--- src/rtl/regfile_2r1w.sv ---
// ----------------------------------------------------------------------------
// regfile_2r1w
//
// General-purpose register file for the MIPS-style CPU: 2**ADDR_W registers of
// DATA_W bits, two combinational read ports, one synchronous write port and one
// debug read port. Register 0 is hardwired to zero and holds no storage.
//
// Ports:
//   clk       in   1       system clock, all state updates on the rising edge
//   rst       in   1       synchronous active-high reset (clears regs, wr_cnt)
//   raddr1    in   ADDR_W  read port 1 address (rs)
//   raddr2    in   ADDR_W  read port 2 address (rt)
//   rdata1    out  DATA_W  read port 1 data (zero latency, optional forwarding)
//   rdata2    out  DATA_W  read port 2 data (zero latency, optional forwarding)
//   we        in   1       write enable (RegWrite)
//   waddr     in   ADDR_W  write address from the destination-select mux
//   wdata     in   DATA_W  write-back data
//   dbg_addr  in   ADDR_W  debug read address
//   dbg_data  out  DATA_W  debug read data, never forwarded
//   wr_cnt    out  16      committed writes since reset, saturating at 16'hFFFF
// ----------------------------------------------------------------------------
module regfile_2r1w #(
    parameter int DATA_W = 32,
    parameter int ADDR_W = 5,
    parameter int BYPASS = 1
) (
    input  logic              clk,
    input  logic              rst,
    input  logic [ADDR_W-1:0] raddr1,
    input  logic [ADDR_W-1:0] raddr2,
    output logic [DATA_W-1:0] rdata1,
    output logic [DATA_W-1:0] rdata2,
    input  logic              we,
    input  logic [ADDR_W-1:0] waddr,
    input  logic [DATA_W-1:0] wdata,
    input  logic [ADDR_W-1:0] dbg_addr,
    output logic [DATA_W-1:0] dbg_data,
    output logic [15:0]       wr_cnt
);

    localparam int NREG = 2 ** ADDR_W;
    localparam logic [15:0] CNT_MAX = 16'hFFFF;

    // Storage exists only for entries 1..NREG-1.
    logic [DATA_W-1:0] r_regs [1:NREG-1];
    logic [15:0]       r_wr_cnt;

    // Read view of the file with entry 0 tied to zero, so every read port can
    // index it directly without a separate address-0 check.
    logic [DATA_W-1:0] w_regs [0:NREG-1];
    logic              w_commit;
    logic              w_fwd1;
    logic              w_fwd2;

    assign w_regs[0] = '0;

    for (genvar gi = 1; gi < NREG; gi++) begin : g_view
        assign w_regs[gi] = r_regs[gi];
    end

    // A write to address 0 is discarded and does not count.
    assign w_commit = we && (waddr != '0);

    // Forwarding only when the write will actually commit at the coming edge:
    // a pending reset wins over the write, so it must not be forwarded either.
    assign w_fwd1 = (BYPASS != 0) && w_commit && !rst && (waddr == raddr1);
    assign w_fwd2 = (BYPASS != 0) && w_commit && !rst && (waddr == raddr2);

    // NOTE: sequential state uses non-blocking assignments so every flop samples
    // pre-edge values regardless of statement order.
    always_ff @(posedge clk) begin
        if (rst) begin
            // NOTE: the array is explicitly reset because the architecture
            // requires every register to read 0 after reset; a plain RAM macro
            // could not be used for this storage.
            for (int i = 1; i < NREG; i++) begin
                r_regs[i] <= '0;
            end
            r_wr_cnt <= '0;
        end else if (w_commit) begin
            r_regs[waddr] <= wdata;
            if (r_wr_cnt != CNT_MAX) begin
                r_wr_cnt <= r_wr_cnt + 16'd1;
            end
        end
    end

    // NOTE: every output gets its default first, so no path leaves a value
    // unassigned and no latch is inferred.
    always_comb begin
        rdata1   = w_regs[raddr1];
        rdata2   = w_regs[raddr2];
        dbg_data = w_regs[dbg_addr];
        if (w_fwd1) begin
            rdata1 = wdata;
        end
        if (w_fwd2) begin
            rdata2 = wdata;
        end
    end

    assign wr_cnt = r_wr_cnt;

endmodule

--- config.mk ---
export PLATFORM = sky130hd
export DESIGN_NAME = regfile_2r1w
export DESIGN_NICKNAME = d
export VERILOG_FILES = /design/src/rtl/regfile_2r1w.sv
export SDC_FILE = /design/constraint.sdc
export NUM_CORES = 2
export LEC_CHECK = 0
export CAP_MARGIN = 20
export CORE_MARGIN = 2
export CORE_UTILIZATION = 40
export CTS_BUF_LIST = sky130_fd_sc_hd__clkbuf_4 sky130_fd_sc_hd__clkbuf_8 sky130_fd_sc_hd__clkbuf_16
export DETAILED_ROUTE_END_ITERATION = 12
export GPL_TIMING_DRIVEN = 0
export HOLD_SLACK_MARGIN = 0.02
export PLACE_DENSITY = 0.53
export SLEW_MARGIN = 10
export SYNTH_ARGS = -nofsm -noshare
export SYNTH_HDL_FRONTEND = slang
export SYNTH_SLANG_ARGS = --single-unit
--- constraint.sdc ---
create_clock -name clk -period 2.8 [get_ports clk]
set_input_delay 0.28 -clock clk [delete_from_list [all_inputs] [get_ports clk]]
set_output_delay 0.28 -clock clk [all_outputs]
set_load 0.02 [all_outputs]
---- After elaboration in Yosys (flattened, before gate mapping) ----
Memory sizes are Yosys's and may differ from the RTL's.
Index checks and enable logic that the tools add are counted.
storage, ports and cells
  RAM bits ................................ 992
  memories kept ........................... 1
  output and inout bits ................... 112
  bits of input ports ..................... 55
  flip-flop bits (word level) ............. 16
  logic and storage cells ................. 39
memories
  memory  depth  bits a word  read ports  clocked after Yosys merged registers in  wr ports  line  source
  r_regs  31     32           31          0                                        31        45    logic [DATA_W-1:0] r_regs [1:NREG-1];
operators by class
  reductions and logical operators ........ 8
  equality and inequality tests ........... 3
  mux-type cells .......................... 19
  bitwise logic cells ..................... 3
  order comparisons ....................... 3
  $add $sub $neg .......................... 1
operator list
  kind                   number
  $bmux 32 s5            3
  $mux 32                9
  $reduce_or 32->1       1
  $ge 6x6->1 const B     3
  $not 5->6              3
  $add 16x1->16 const B  1
  $ne 16x16->1 const B   1
  $eq 5x5->1             2
  $mux 1                 6
  $mux 5                 1
  $reduce_bool 5->1      1
  $logic_and 1x1->1      4
  $reduce_and 2->1       1
  $logic_not 1->1        1

---- Longest topological paths before layout ----
  depth after elaboration ................. 7
  gate-level depth with buffers ........... 10
  gate-level depth less buffers ........... 6

---- Worst setup path before layout ----
Ideal clock, no wire load.
  path kind ............................... input -> output
  from .................................... input port dbg_addr[1]
  to ...................................... output port dbg_data[23]
  slack ................................... 0.215 ns
  path buffers ............................ 3
  arrival time ............................ 2.305 ns
  cell stages on the path ................. 6
  data required time ...................... 2.520 ns
  cell sequence ........................... clkbuf_1 clkbuf_1 buf_1 mux4_2 mux4_2 mux2_2
between the ends
  word-level cells in the longest chain between the ends .. 4
ends and longest elaborated chain
  what                                        line  source
  start, declared                             36    input logic [ADDR_W-1:0] dbg_addr,
  $not 5->6 (not written as such)             93    dbg_data = w_regs[dbg_addr];
  $bmux 32 s5                                 93
  $mux 32 (not written as such) (2 in a row)  93
  end, declared                               37    output logic [DATA_W-1:0] dbg_data,
No other way between the ends. The select of a mux whose other input is x is not followed.

---- Worst setup path in the final report ----
  from .................................... input port dbg_addr[3]
  to ...................................... output port dbg_data[12]
Same word-level chain as after synthesis.

==> run summary <==
ys async rst share = 0%
Port Buffers = 149
failing checks = negative setup slack
Synth Instances = 4328
layout cell share with drive strength beyond 1 = 37.7%
placed cells = 6550
critical path cell sequence = buf_1, buf_6, clkbuf_1, mux4_2, mux2_4, buf_6
Clock Path Buffers = 3
PwrDens = 570 mW/mm²
Max Freq = 0.319 GHz
worst setup path category = input port to primary output
Worst EP required = 2.52 ns
Mapped Avg Cell Area = 14.4 µm²
endpoints failing setup = 405
Tmin final = 3.14 ns
hold violation total from the final report = 0
Seq/Total Area, Yosys = 48.3%
number of remaining DRC errors = 0
Setup crit start kind = input port
clk root buf = clkbuf_16
Final WS setup = -0.337 ns
Fill cells = 13.3k
Die Width = 399 µm
CTS tree = done
hold buffers post-CTS = 0
Worst Skew = 0.00790 ns
P&R area growth vs syn = 20.5%
layout net count = 4793
post-route insts no fill = 6885
crit path DAT = 2.86 ns
slew margin rel. = 16.5%
worst hold path class = input port to flop
starting density of the core = 40.4%
biggest area consumer among synthesized cells = edfxtp_1
DR vias/cell = 6.76
Die Span Y = 399 µm
global-route wire length before repair = 383000 µm
maximum number of pins on one net before global-route repair = 33
core footprint = 0.154 mm²
clock sink count = 1008
critical-path maximum fanout = 10
GRT Residual Overflow = 0
drt pass-1 iters = 6
via count = 46.6k
maximum vdd ir drop = 0.505 mV
crit path capture type = primary output
syn_nets = 4384
initial antenna violation count = 19
worst slew pin tran = 1.25 ns
DRT iter0 DRCs = 7422
Detail Placement HPWL = 210000 µm
GPL Wtd Cong = 1.03
latest clock arrival within the worst-skew pair = 0.74 ns
WL final = 288000 µm
DR WL/cell = 41.8 µm
GRT Total Usage = 35.7%
standard-cell rows = 144
clock slew seen by the registers of the worst setup and hold paths = 0.06 ns
overall power = 42800 µW
synthesized area = 0.0624 mm²
antenna-violating nets left = 0
# Max-Cap Violations = 0
Slowest cell on crit path = clkbuf_1
top_reg_cell synth = edfxtp_1
vias in the first global route = 44.6k
RSZ-0062 raised after global routing = yes
status = finished, violations left
CP dominant cell by count = buf_6
post-synth top area share = 47.7%
Post-synth EDFFs = 992
Slew Viols, Final = 0
Leak = 0.0260 µW
Yosys warnings = 0
#FFs+latches synth = 1008
largest stage delay on the critical path = 0.83 ns
top cells by area, synth = edfxtp_1 48%, mux4_2 23%, and2_1 10%
H-Tree Depth = 3
final period utilization = 112%
die area = 0.159 mm²
Unique masters post-synth = 49
I/O pin count = 167
Num CTS Buffers = 114
-- layer usage --
metal  track usage [%]  vias up  routed length, µm
met3              12.1      642              38200
met5                 0        -                134
li1                  -    17900                  -
met1              47.2    24400             108000
met2              54.2     3529             129000
met4              13.5       16              12300
-- cells in the final DEF, fill, tap and decap left out, types with 37 or more instances in the layout --
master           synthesis  final
clkbuf_4                 0     94
clkbuf_1               378    211
buf_4                    4    148
mux2_2                 189    161
buf_2                   85     40
edfxtp_1               992    992
buf_6                    6    120
nor2_1                  86     44
mux2i_1                128    128
mux4_2                 643    643
nand2_1                107    106
clkbuf_2                 0     58
o221ai_2                31     37
clkdlybuf4s50_1          0     50
a221oi_1                63     62
and2_1                 998    997
clkbuf_16                0    117
a22o_1                 185    155
-- worst paths after layout --
path,start,end,slack (ns),cells past startpoint
worst max-delay path,dbg_addr[3],dbg_data[12],-0.34,6
worst min-delay path,waddr[3],r_regs[11][31]$_SDFFCE_PN0P_,0.29,4
worst max register to register,wr_cnt[0]$_SDFFE_PP0P_,wr_cnt[1]$_SDFFE_PP0P_,0.57,6
worst min register to register,wr_cnt[9]$_SDFFE_PP0P_,wr_cnt[9]$_SDFFE_PP0P_,0.54,2
-- report_power, final --
part / total, µW / switching, µW / internal [µW] / leakage (µW)
clock: 16100 / 6830 / 9230 / 0.00191
sequential: 18100 / 655 / 17400 / 0.00957
combinational: 8690 / 5050 / 3640 / 0.0145
-- cells in the mapped netlist, drive strengths merged, types with 2 or more instances --
cell type  number
nand3           5
edfxtp        992
nand3b          6
buf           126
inv             3
and4            6
and2          998
nor3           64
o31a            3
xor2           20
or2            32
or3             2
o31ai          30
nand2         107
nand2b          4
a22o          185
o221ai         92
a211oi         30
o2111ai         4
clkbuf        378
dfxtp          16
a221oi         63
o21ai           2
nor2           86
o22ai           2
mux2          189
o211ai          5
and3            6
nor2b          43
mux2i         128
o32ai           4
xnor2           5
mux4          643
a32o            2
a22oi          33
nand4           4
a21oi           3
-- state kept, by name, indices dropped and copies added, names as in the netlist --
| register | cells |
|---|---|
| r_regs | 992 |
| wr_cnt | 16 |
-- critical path, delay by kind of cell --
| kind | cells | cell delay, ns |
|---|---|---|
| buffers and inverters | 4 | 1.62 |
| multiplexers | 2 | 0.93 |
-- timing repair --
action,CTS,global route
pin swaps,118,43
gates resized for setup,1408,116
setup buffers,88,24
setup endpoints to repair,712,229
gates cloned,1,5
-- logic make-up (layout without fill, tap and decap cells) --
logic type	count (synthesis)	count (layout)	share of synthesized area (%)
muxes	960	960	28.7
xor gates and xnor gates	25	25	0.351
buffers and inverters	507	1005	3.32
AOI/OAI and AO/OA	461	461	6.56
adders and majority gates	1	1	0.0200
other	0	12	0
and+or+nand+nor	1366	1369	12.8
DFF	1008	1008	48.3
-- final cells by class --
type                    count  area [µm²]  share of cell area (%)
clock buffers             136        3020                    4.01
flip-flops and latches   1008       30100                    40.1
diodes                     12        30.0                  0.0400
plain buffers             501        3370                    4.49
repair buffers            293        2970                    3.95
inverters                   3        11.3                  0.0150
well taps                2044        2560                    3.40
multi-input cells        2816       32300                    42.9
clock inverters            72         833                    1.11
-- metrics by stage --
stage                     utilization [%]  hold slack (ns)  TNS (ns)  area, µm²  worst slack (ns)
after floorplan                         -            0.478         0      62400             0.215
after global placement               43.0            0.514  -1822.37      66400             -2.71
after detailed placement             43.4            0.529  -1487.12      67000             -2.65
after CTS                            48.2            0.259    -11.72      74400            -0.306
after global routing                 48.7            0.290    -22.89      75100            -0.337
final                                48.7            0.285    -36.19      75200            -0.337
Power figures use the tool's default switching activity.
